$ cat src/rtl/run_detect_sched.sv
// Shared run-length detector: NCH serial channels, one detect datapath,
// round-robin grant per cycle, result tagged with channel and registered.
module run_detect_sched #(
   parameter int unsigned NCH    = 4,
   parameter int unsigned THRESH = 4,
   parameter int unsigned CW     = 3,
   parameter int unsigned IW     = 2
) (
   input  logic            clk,
   input  logic            RESET,
   input  logic [NCH-1:0]  in_valid,
   input  logic [NCH-1:0]  in_bit,
   input  logic [NCH-1:0]  ch_clr,
   output logic [NCH-1:0]  in_ready,
   output logic            out_valid,
   output logic [IW-1:0]   out_ch,
   output logic            out,
   output logic            busy
);

   logic [IW-1:0]  rr_ptr_q, rr_ptr_d;
   logic [CW-1:0]  cnt_q  [NCH];
   logic [CW-1:0]  cnt_d  [NCH];
   logic [NCH-1:0] last_q, last_d;
   logic [NCH-1:0] seen_q, seen_d;
   logic           out_valid_q, out_valid_d;
   logic [IW-1:0]  out_ch_q, out_ch_d;
   logic           out_q, out_d;

   logic [NCH-1:0] eligible;
   logic           grant_vld;
   logic [IW-1:0]  grant_idx;
   logic [IW-1:0]  scan_idx;
   logic           grant_bit;
   logic [CW-1:0]  new_cnt;

   assign eligible = in_valid & ~ch_clr;
   assign busy     = |in_valid;

   // Scan from rr_ptr upward; the IW-bit add wraps modulo NCH since NCH is 2^IW.
   always_comb begin
      grant_vld = 1'b0;
      grant_idx = '0;
      scan_idx  = '0;
      for (int unsigned k = 0; k < NCH; k++) begin
         scan_idx = rr_ptr_q + IW'(k);
         if (!grant_vld && eligible[scan_idx]) begin
            grant_vld = 1'b1;
            grant_idx = scan_idx;
         end
      end
      if (RESET) begin
         grant_vld = 1'b0;
      end
   end

   assign in_ready  = grant_vld ? (NCH'(1) << grant_idx) : '0;
   assign grant_bit = in_bit[grant_idx];

   always_comb begin
      rr_ptr_d    = rr_ptr_q;
      cnt_d       = cnt_q;
      last_d      = last_q;
      seen_d      = seen_q;
      out_valid_d = 1'b0;
      out_ch_d    = out_ch_q;
      out_d       = 1'b0;
      new_cnt     = CW'(1);

      for (int unsigned i = 0; i < NCH; i++) begin
         if (ch_clr[i]) begin
            cnt_d[i]  = '0;
            seen_d[i] = 1'b0;
         end
      end

      // A granted channel is never being flushed, so this cannot collide with the clear above.
      if (grant_vld) begin
         if (seen_q[grant_idx] && (grant_bit == last_q[grant_idx])) begin
            new_cnt = (cnt_q[grant_idx] >= CW'(THRESH)) ? CW'(THRESH)
                                                        : cnt_q[grant_idx] + CW'(1);
         end else begin
            new_cnt = CW'(1);
         end
         cnt_d[grant_idx]  = new_cnt;
         last_d[grant_idx] = grant_bit;
         seen_d[grant_idx] = 1'b1;
         out_valid_d       = 1'b1;
         out_ch_d          = grant_idx;
         out_d             = (new_cnt >= CW'(THRESH));
         rr_ptr_d          = grant_idx + IW'(1);
      end
   end

   always_ff @(posedge clk) begin
      if (RESET) begin
         rr_ptr_q    <= '0;
         cnt_q       <= '{default: '0};
         last_q      <= '0;
         seen_q      <= '0;
         out_valid_q <= 1'b0;
         out_ch_q    <= '0;
         out_q       <= 1'b0;
      end else begin
         rr_ptr_q    <= rr_ptr_d;
         cnt_q       <= cnt_d;
         last_q      <= last_d;
         seen_q      <= seen_d;
         out_valid_q <= out_valid_d;
         out_ch_q    <= out_ch_d;
         out_q       <= out_d;
      end
   end

   assign out_valid = out_valid_q;
   assign out_ch    = out_ch_q;
   assign out       = out_q;

endmodule
$ cat config.mk
export PLATFORM = sky130hd
export DESIGN_NAME = run_detect_sched
export DESIGN_NICKNAME = d
export VERILOG_FILES = /design/src/rtl/run_detect_sched.sv
export SDC_FILE = /design/constraint.sdc
export NUM_CORES = 1
export LEC_CHECK = 0
export ABC_AREA = 1
export BUFFER_PORTS_ARGS = -buffer_cell sky130_fd_sc_hd__buf_2
export CAP_MARGIN = 15
export CORE_UTILIZATION = 62
export CTS_CLUSTER_DIAMETER = 50
export DETAILED_ROUTE_END_ITERATION = 6
export GPL_ROUTABILITY_DRIVEN = 0
export GPL_TIMING_DRIVEN = 0
export MAX_ROUTING_LAYER = met4
export PLACE_DENSITY = 0.83
export SYNTH_ARGS = -nofsm -noshare
export SYNTH_HDL_FRONTEND = slang
export SYNTH_SLANG_ARGS = --single-unit
$ cat constraint.sdc
create_clock -name clk -period 3.55 [get_ports clk]
set_input_delay 0.5325 -clock clk [delete_from_list [all_inputs] [get_ports clk]]
set_output_delay 0.5325 -clock clk [all_outputs]
set_load 0.03 [all_outputs]
# After elaboration in Yosys (flattened, before gate mapping)
# Cells that the tools add are included.
[word_totals]
ff_bits = 26
input_bits = 14
[classes]
add_sub_neg = 5
n_lt_le_gt_ge = 10
eq_ne = 1
n_shift = 1
n_mux = 47
n_bitwise = 5
reduce_logical = 11
[ops]
columns = ["operator", "count"]
rows = [
  ["3-bit 2-to-1 mux", 10],
  ["1-bit 2-to-1 mux", 18],
  ["2-bit by 3-bit less-than comparator with 1-bit output, second input constant", 5],
  ["1-bit binary-select mux with 2-bit select", 7],
  ["12-bit bitwise mux", 1],
  ["12-bit 2-to-1 mux", 1],
  ["3-bit greater-or-equal comparator, second input constant", 3],
  ["2-bit 2-to-1 mux", 4],
  ["4-bit 2-to-1 mux", 2],
  ["3-bit binary-select mux with 2-bit select", 1],
  ["3-bit demux with 2-bit select", 1],
  ["1-bit logical AND", 6],
  ["2-bit by 1-bit adder with 2-bit output, second input constant", 2],
  ["2-bit adder, second input constant", 2],
  ["4-bit bitwise AND", 1],
  ["4-bit bitwise mux", 1],
  ["4-bit inverter", 1],
  ["4-bit OR", 1],
  ["4-bit OR reduction", 1],
  ["1-bit by 2-bit << shifter with 4-bit output, first input constant", 1],
  ["3-bit by 1-bit adder with 3-bit output, second input constant", 1],
  ["1-bit zero test", 3],
  ["3-bit by 1-bit less-than comparator with 1-bit output, second input constant", 1],
  ["2-bit inverter with 3-bit output", 1],
  ["other kinds (5)", 5],
]

# Logic depth before layout (Yosys ltp)
# Gate-level depths: netlist of run 1.
[logic_depth]
depth_word = 24
mapped_depth = 21
mapped_depth_nobuf = 20

# Least setup slack after synthesis of run 1
# OpenSTA, ideal clock, no wires.
[synth_path]
path_kind = "in2out"
startpoint = "input port ch_clr[2]"
endpoint = "output port in_ready[1]"
arrival_ps = 1946
required_ps = 3017
setup_slack_ps = 1072
stages = 12
path_cell_list = "inv_1 > nand3_1 > nand3_2 > nand2_4 > nand2_4 > nand2_2 > nand2_4 > nand3_4 > clkinv_2 > ha_1 > nand2_1 > inv_1"
[synth_between]
elab_chain_cells = 16
[synth_rtl]
columns = ["element", "line", "text"]
rows = [
  ["start, declared", "13", "input logic [NCH-1:0] ch_clr,"],
  ["4-bit inverter *", "37", "assign eligible = in_valid & ~ch_clr;"],
  ["4-bit bitwise AND *", "37", ""],
  ["1-bit binary-select mux with 2-bit select", "47", "if (!grant_vld && eligible[scan_idx]) begin"],
  ["1-bit 2-to-1 mux (not written as such)", "47", ""],
  ["1-bit 2-to-1 mux", "47", ""],
  ["1-bit zero test", "47", ""],
  ["1-bit logical AND", "47", ""],
  ["1-bit 2-to-1 mux", "47", ""],
  ["1-bit zero test", "47", ""],
  ["1-bit logical AND", "47", ""],
  ["1-bit 2-to-1 mux", "47", ""],
  ["1-bit zero test", "47", ""],
  ["1-bit logical AND", "47", ""],
  ["2-bit 2-to-1 mux *", "47", ""],
  ["net grant_idx[0]", "32", "logic [IW-1:0] grant_idx;"],
  ["1-bit by 2-bit << shifter with 4-bit output *", "57", "assign in_ready = grant_vld ? (NCH'(1) << grant_idx) : '0;"],
  ["4-bit 2-to-1 mux *", "57", ""],
  ["end, declared", "14", "output logic [NCH-1:0] in_ready,"],
]
# The timed path passes the listed nets; every way through them passes the cells marked *. The select of a mux whose other input is x is not followed.

# Worst setup path after layout of run 1
[layout_path]
startpoint = "register rr_ptr_q[0]"
endpoint = "output port in_ready[1]"
[layout_between]
elab_chain_cells = 14
[layout_rtl]
columns = ["element", "line", "text"]
rows = [
  ["start, declared", "21", "logic [IW-1:0] rr_ptr_q, rr_ptr_d;"],
  ["start signal, assigned", "105", "rr_ptr_q <= rr_ptr_d;"],
  ["parallel branches: the longest is 11 deep, another holds 2-bit by 1-bit adder with 2-bit output", "--", ""],
  ["2-bit 2-to-1 mux *", "47", ""],
  ["net grant_idx[0]", "32", ""],
  ["1-bit by 2-bit << shifter with 4-bit output *", "57", ""],
  ["4-bit 2-to-1 mux *", "57", ""],
]
# Mark *: on every way through the listed nets, which the timed path passes. The select of a mux whose other input is x is not followed.

==> flow_summary_export.csv, run 1 <==
group,metric,value,unit
synth,yosys-top-cells-count,"nand2_1, nand3_1, dfxtp_1",
cts,htree_levels,1,
sta,rsz0062_at_grt,"false",
sta,skew,0.00409,ns
power_and_ir_drop,p_sw,1.18,mW
synth,synthCells,240,
cts,cts.reportedPaths.clkPinSlew,0.13,ns
drt,firstDrtPassIters,4,
synth,async_flop_share,0,
synth,synth_fp_nets,260,
cts,cts_resized,0,
power_and_ir_drop,p_leak,1.01,nW
setup_path,cp.required,3.02,ns
synth,synth_top_area_frac,0.298,
setup_path,crit_type,"reg -> out",
sta,hold_viol,0,
worst_hold_path,hold_start,"RESET",
setup_path,reg2reg_to,"cnt_q[7]",
drt,wirelength,3.83,mm
synth,ys.flop_type,"dfxtp_1",
drt,wl_per_cell,12.9,um
synth,ys_warn_count,0,
setup_path,critical_path.cell_chain,"buf_6 -> inv_6 -> nand2_2 -> nand2_2 -> nand3_2 -> nand2_4 -> nand2_4 -> nand2_2 -> nand2_4 -> nand3_4 -> clkinv_2 -> ha_1 -> nand2_1 -> inv_1 -> buf_2",
floorplanning,dieHeight,55.0,um
setup_path,cp_top_family,"simple AND/OR/NAND/NOR gates",
synth,synth.cell_area,1740,um2
setup_path,cp.arrival,2.60,ns
placement,portBuffers,22,
setup_path,regToRegSetupSlack,0.90,ns
setup_path,reg2reg_depth,20,
power_and_ir_drop,swShare,0.569,
floorplanning,dieArea,3030,um2
synth,ys_top_cells_by_area,"dfxtp_1, nand2_1, nand3_1, nand3_2, nand4_1",
run,drv_cap,0,
floorplanning,coreArea,2570,um2
floorplanning,start_util,0.679,
setup_path,start_kind,"register",
worst_hold_path,hold_path_end,"rr_ptr_q[0]",
grt,grt_first_pass_wirelength,5.89,mm
sta,fin_tns_setup,0,ns
floorplanning,die_x,55.0,um
floorplanning,rows,18,
cells_and_area,syn_to_final_growth,10.5,%
synth,synth.most_common_cell,"nand2_1",
cells_and_area,drive_gt1_frac,0.263,
synth,ys_ff_latch,26,
setup_path,r2r_start,"rr_ptr_q[0]",
cells_and_area,num_antenna_cells,0,
drt,via_per_inst,5.69,
sta,fin_crit_sh,0.883,
cts,cts_root_buffer,"clkbuf_4",
cts,clockBufferDepth,2,
cts,cts_buffers,3,
cts,ctsHoldBuffers,0,
worst_hold_path,min_path_type,"in -> reg",
floorplanning,io_pins,23,
cts,cts.sinks,26,
cts,cts_tree,"done",
synth,syn_area_per_cell,7.27,um2
cells_and_area,n_fill_cell,238,
synth,ys_types,31,
power_and_ir_drop,powerDensity,1070,nW/um2
grt,overflow,0,
sta,slew_headroom,0.767,
synth,synth_edf_count,0,
grt,grt_pass1_vias,1304,
grt,antenna_found_initial,0,
sta,min_period,3.13,ns
setup_path,end_kind,"primary output",
power_and_ir_drop,power.internal,0.893,mW
worst_hold_path,holdPathStages,2,
drt,drt_iter0_drc,70,
synth,seq_area_frac_synth,0.298,
setup_path,critical_path_buf_inv_count,5,
placement,dp_hpwl,2.92,mm
cells_and_area,seqCellArea,520,um2
setup_path,cp_slowest_stage_delay,0.33,ns
power_and_ir_drop,clock_power_share,0.072,
power_and_ir_drop,p_comb_frac,0.725,
cts,clk_latency,0.33,ns
drt,remaining_drc_errors,0,
status,status,"complete, no violations",
sta,finalSetupViolCount,0,
grt,grt_max_degree,15,
power_and_ir_drop,ir_drop,0.807,mV
grt,grt_use_total,0.280,
cts,post_cts_buffers,0,
sta,drv_slew,0,
sta,fmax,0.319,GHz
setup_path,cpMaxStageDelayCell,"dfxtp_1",
synth,yosysTopAreaCell,"dfxtp_1",
drt,vias,1685,
drt,drtAntennaViolNets,0,
sta,worstMarginPinSlew,0.349,ns
setup_path,cp_max_fo,11,
cells_and_area,fin_util,0.751,
power_and_ir_drop,seq_power_share,0.203,
cells_and_area,multi_input_area,1080,um2
cells_and_area,nNetsFinal,287,
worst max-delay path by stage:
stage                startpoint          end  slack [ns]  depth (start not counted)
detailed placement    ch_clr[1]  in_ready[1]        0.60                         15
floorplan             ch_clr[2]  in_ready[1]        1.07                         12
global route        rr_ptr_q[0]  in_ready[1]        0.20                         14
finish              rr_ptr_q[0]  in_ready[1]        0.42                         15
global placement      ch_clr[1]  in_ready[1]        0.62                         15
CTS                 rr_ptr_q[0]  in_ready[1]        0.43                         14
cells in the final DEF, fill, tap and decap left out:
master,netlist,layout
a211oi_1,1,1
a21boi_1,1,1
a21oi_1,4,4
a21oi_2,2,2
a22oi_1,1,1
buf_2,0,22
buf_4,1,1
buf_6,2,2
buf_8,1,1
clkbuf_4,0,3
clkbuf_8,0,1
clkinv_2,1,1
dfxtp_1,26,26
ha_1,6,6
inv_1,19,19
inv_2,2,2
inv_4,1,1
inv_6,1,1
nand2_1,75,75
nand2_2,7,7
nand2_4,4,4
nand3_1,36,36
nand3_2,10,10
nand3_4,2,2
nand4_1,14,14
nand4_2,1,1
nand4_4,1,1
nor2_1,6,6
nor2_2,4,4
o211ai_1,1,1
o21ai_0,5,5
o21ai_2,2,2
o21ai_4,2,2
or4_1,1,1
through the flow:
stage	std cells	instance area, um2	hold slack (ns)	power [mW]	worst slack (ns)
2_1_floorplan	240	1740	0.441	1.60	1.07
3_3_place_gp	292	1890	0.451	1.88	0.618
3_5_place_dp	292	1890	0.456	1.90	0.602
4_1_cts	296	1930	0.457	2.06	0.426
5_1_grt	296	1930	0.453	2.24	0.196
6_report	296	1930	0.463	2.07	0.417
registers in the layout (all words and copies together), names as in the netlist:
| signal | flops |
|---|---|
| cnt_q | 12 |
| last_q | 4 |
| out | 1 |
| out_ch | 2 |
| out_valid | 1 |
| rr_ptr_q | 2 |
| seen_q | 4 |
cells by family (layout without fill, tap and decap cells):
family	count (synthesis)	count (layout)	synth area share
simple gates	161	161	0.494
compound gates	19	19	0.0818
buf+inv	28	54	0.0825
fa+ha+maj	6	6	0.0430
flops	26	26	0.298
layout make-up:
type | instances | share of cell area
multi-input combinational | 186 | 0.560
sequential | 26 | 0.270
timing repair buffer | 22 | 0.0571
inverter | 24 | 0.0513
buffer | 4 | 0.0234
tap | 30 | 0.0195
clock buffer | 4 | 0.0188
power by group through the flow:
stage               clock network [mW]  logic (mW)  registers (mW)
floorplan                            0        1.15           0.446
global placement                     0        1.45           0.424
detailed placement                   0        1.47           0.426
CTS                              0.152        1.49           0.420
global route                     0.166        1.64           0.428
finish                           0.150        1.50           0.420
routing by layer:
layer	global-route usage	vias up	part of all wire
li1	-	863	-
met1	0.404	758	0.49
met2	0.418	60	0.44
met3	0.0574	4	0.058
met4	0.0250	0	0.0065
met5	-	-	0
(Power assumes the default switching activity.)
==> run 2, diff against run 1 <==
--- a/config.mk
+++ b/config.mk
@@ -12,9 +12,9 @@
 export CTS_CLUSTER_DIAMETER = 50
 export DETAILED_ROUTE_END_ITERATION = 6
 export GPL_ROUTABILITY_DRIVEN = 0
-export GPL_TIMING_DRIVEN = 0
 export MAX_ROUTING_LAYER = met4
 export PLACE_DENSITY = 0.83
+export RECOVER_POWER = 100
 export SYNTH_ARGS = -nofsm -noshare
 export SYNTH_HDL_FRONTEND = slang
 export SYNTH_SLANG_ARGS = --single-unit
==> flow_summary_export.csv, run 2 (synthesis gave the netlist of run 1 again) <==
group,metric,value,unit
cts,cts.reportedPaths.clkPinSlew,0.13,ns
floorplanning,dieHeight,55.0,um
cells_and_area,fin_cells,292,
power_and_ir_drop,p_sw,1.11,mW
worst_hold_path,min_path_type,"in -> reg",
cts,clockBufferDepth,2,
drt,via_per_inst,5.76,
power_and_ir_drop,power.internal,0.796,mW
grt,antenna_found_initial,0,
setup_path,cp.arrival,2.70,ns
grt,grt_use_total,0.296,
sta,min_period,3.24,ns
setup_path,cp_max_fo,18,
floorplanning,start_util,0.679,
cells_and_area,layout_commonest_cell,"nand2_1",
power_and_ir_drop,seq_power_share,0.236,
sta,rsz0062_at_grt,"false",
setup_path,cp.required,3.02,ns
sta,fin_crit_sh,0.912,
cts,ctsHoldBuffers,0,
grt,grt_max_degree,19,
cts,htree_levels,1,
setup_path,start_kind,"register",
grt,overflow,0,
cts,post_cts_buffers,0,
run,drv_cap,0,
floorplanning,coreArea,2570,um2
cts,cts_tree,"done",
cells_and_area,syn_to_final_growth,5.88,%
sta,skew,0.00322,ns
drt,wirelength,3.91,mm
drt,drt_iter0_drc,65,
power_and_ir_drop,p_comb_frac,0.699,
power_and_ir_drop,ir_drop,0.717,mV
drt,firstDrtPassIters,4,
drt,vias,1681,
status,status,"complete, no violations",
cells_and_area,num_antenna_cells,0,
sta,hold_viol,0,
sta,hold_slack,0.473,ns
grt,grt_first_pass_wirelength,6.26,mm
power_and_ir_drop,swShare,0.583,
drt,wl_per_cell,13.4,um
power_and_ir_drop,p_leak,0.961,nW
power_and_ir_drop,clock_power_share,0.065,
sta,finalSetupViolCount,0,
cts,cts_root_buffer,"clkbuf_4",
cts,cts_buffers,3,
setup_path,end_kind,"primary output",
cells_and_area,nNetsFinal,284,
sta,fin_tns_setup,0,ns
floorplanning,die_x,55.0,um
power_and_ir_drop,powerDensity,1030,nW/um2
drt,remaining_drc_errors,0,
cells_and_area,largest_register_ffs,12,
floorplanning,rows,18,
placement,dp_cells,289,
floorplanning,io_pins,23,
drt,drtAntennaViolNets,0,
cells_and_area,largestRegisters,"cnt_q x12, last_q x4, seen_q x4",
sta,fmax,0.309,GHz
cts,clk_latency,0.32,ns
cts,cts.sinks,26,
sta,worstMarginPinSlew,0.481,ns
cells_and_area,drive_gt1_frac,0.206,
cts,cts_resized,0,
setup_path,crit_type,"reg -> out",
placement,dp_hpwl,3.11,mm
floorplanning,dieArea,3030,um2
grt,grt_pass1_vias,1393,
sta,drv_slew,0,
cells_and_area,largest_register,"cnt_q",
placement,portBuffers,22,
sta,slew_headroom,0.678,
cells_and_area,final_cell_mix,"nand2_1, nand3_1, dfxtp_1",
power_and_ir_drop,power,1.91,mW
## run 2: power by group through the flow
| stage | Sequential [mW] | Combinational (mW) | Clock [mW] |
|---|---|---|---|
| floorplan | 0.446 | 1.15 | 0 |
| global placement | 0.456 | 1.35 | 0 |
| detailed placement | 0.454 | 1.37 | 0 |
| CTS | 0.448 | 1.38 | 0.121 |
| global route | 0.460 | 1.48 | 0.131 |
| finish | 0.451 | 1.33 | 0.123 |
## run 2: metrics by stage
step | setup slack [ns] | area, um2 | utilization
floorplan | 1.07 | 1740 | -
global route | 0.0617 | 1850 | 0.719
detailed placement | 0.571 | 1850 | 0.722
CTS | 0.241 | 1880 | 0.731
finish | 0.313 | 1850 | 0.719
global placement | 0.581 | 1850 | 0.722
## run 2: critical path, stage by stage (launching register included)
cell and delay [ns]:
dfxtp_1 0.55, inv_4 0.09, nand2_1 0.07, nand2_1 0.07, nand3_1 0.11, nand2_4 0.10, nand2_4 0.10, nand2_2 0.06
nand2_4 0.10, nand3_4 0.20, clkinv_2 0.21, ha_1 0.18, nand2_1 0.14, inv_1 0.18, buf_2 0.22
## run 2: per-layer routing
layer | track usage | share of wire
met4 | 0.0250 | 0.0054
met5 | - | 0
met3 | 0.0738 | 0.059
met2 | 0.478 | 0.45
met1 | 0.387 | 0.48
## run 2: path summary, 6_finish.rpt
check / depth (start not counted) / startpoint / endpoint / slack [ns]
hold reg to reg: 2 / seen_q[3] / seen_q[3] / 0.49
setup reg to reg: 16 / rr_ptr_q[1] / cnt_q[3] / 0.57
setup / recovery: 14 / rr_ptr_q[1] / in_ready[1] / 0.31
hold / removal: 2 / RESET / rr_ptr_q[0] / 0.47
## run 2: final cells by class
type | count | area, um2
timing repair buffer | 23 | 108
fill | 223 | 721
sequential | 26 | 522
clock buffer | 3 | 22.5
multi-input combinational | 186 | 1060
inverter | 24 | 98.8
tap | 30 | 37.5
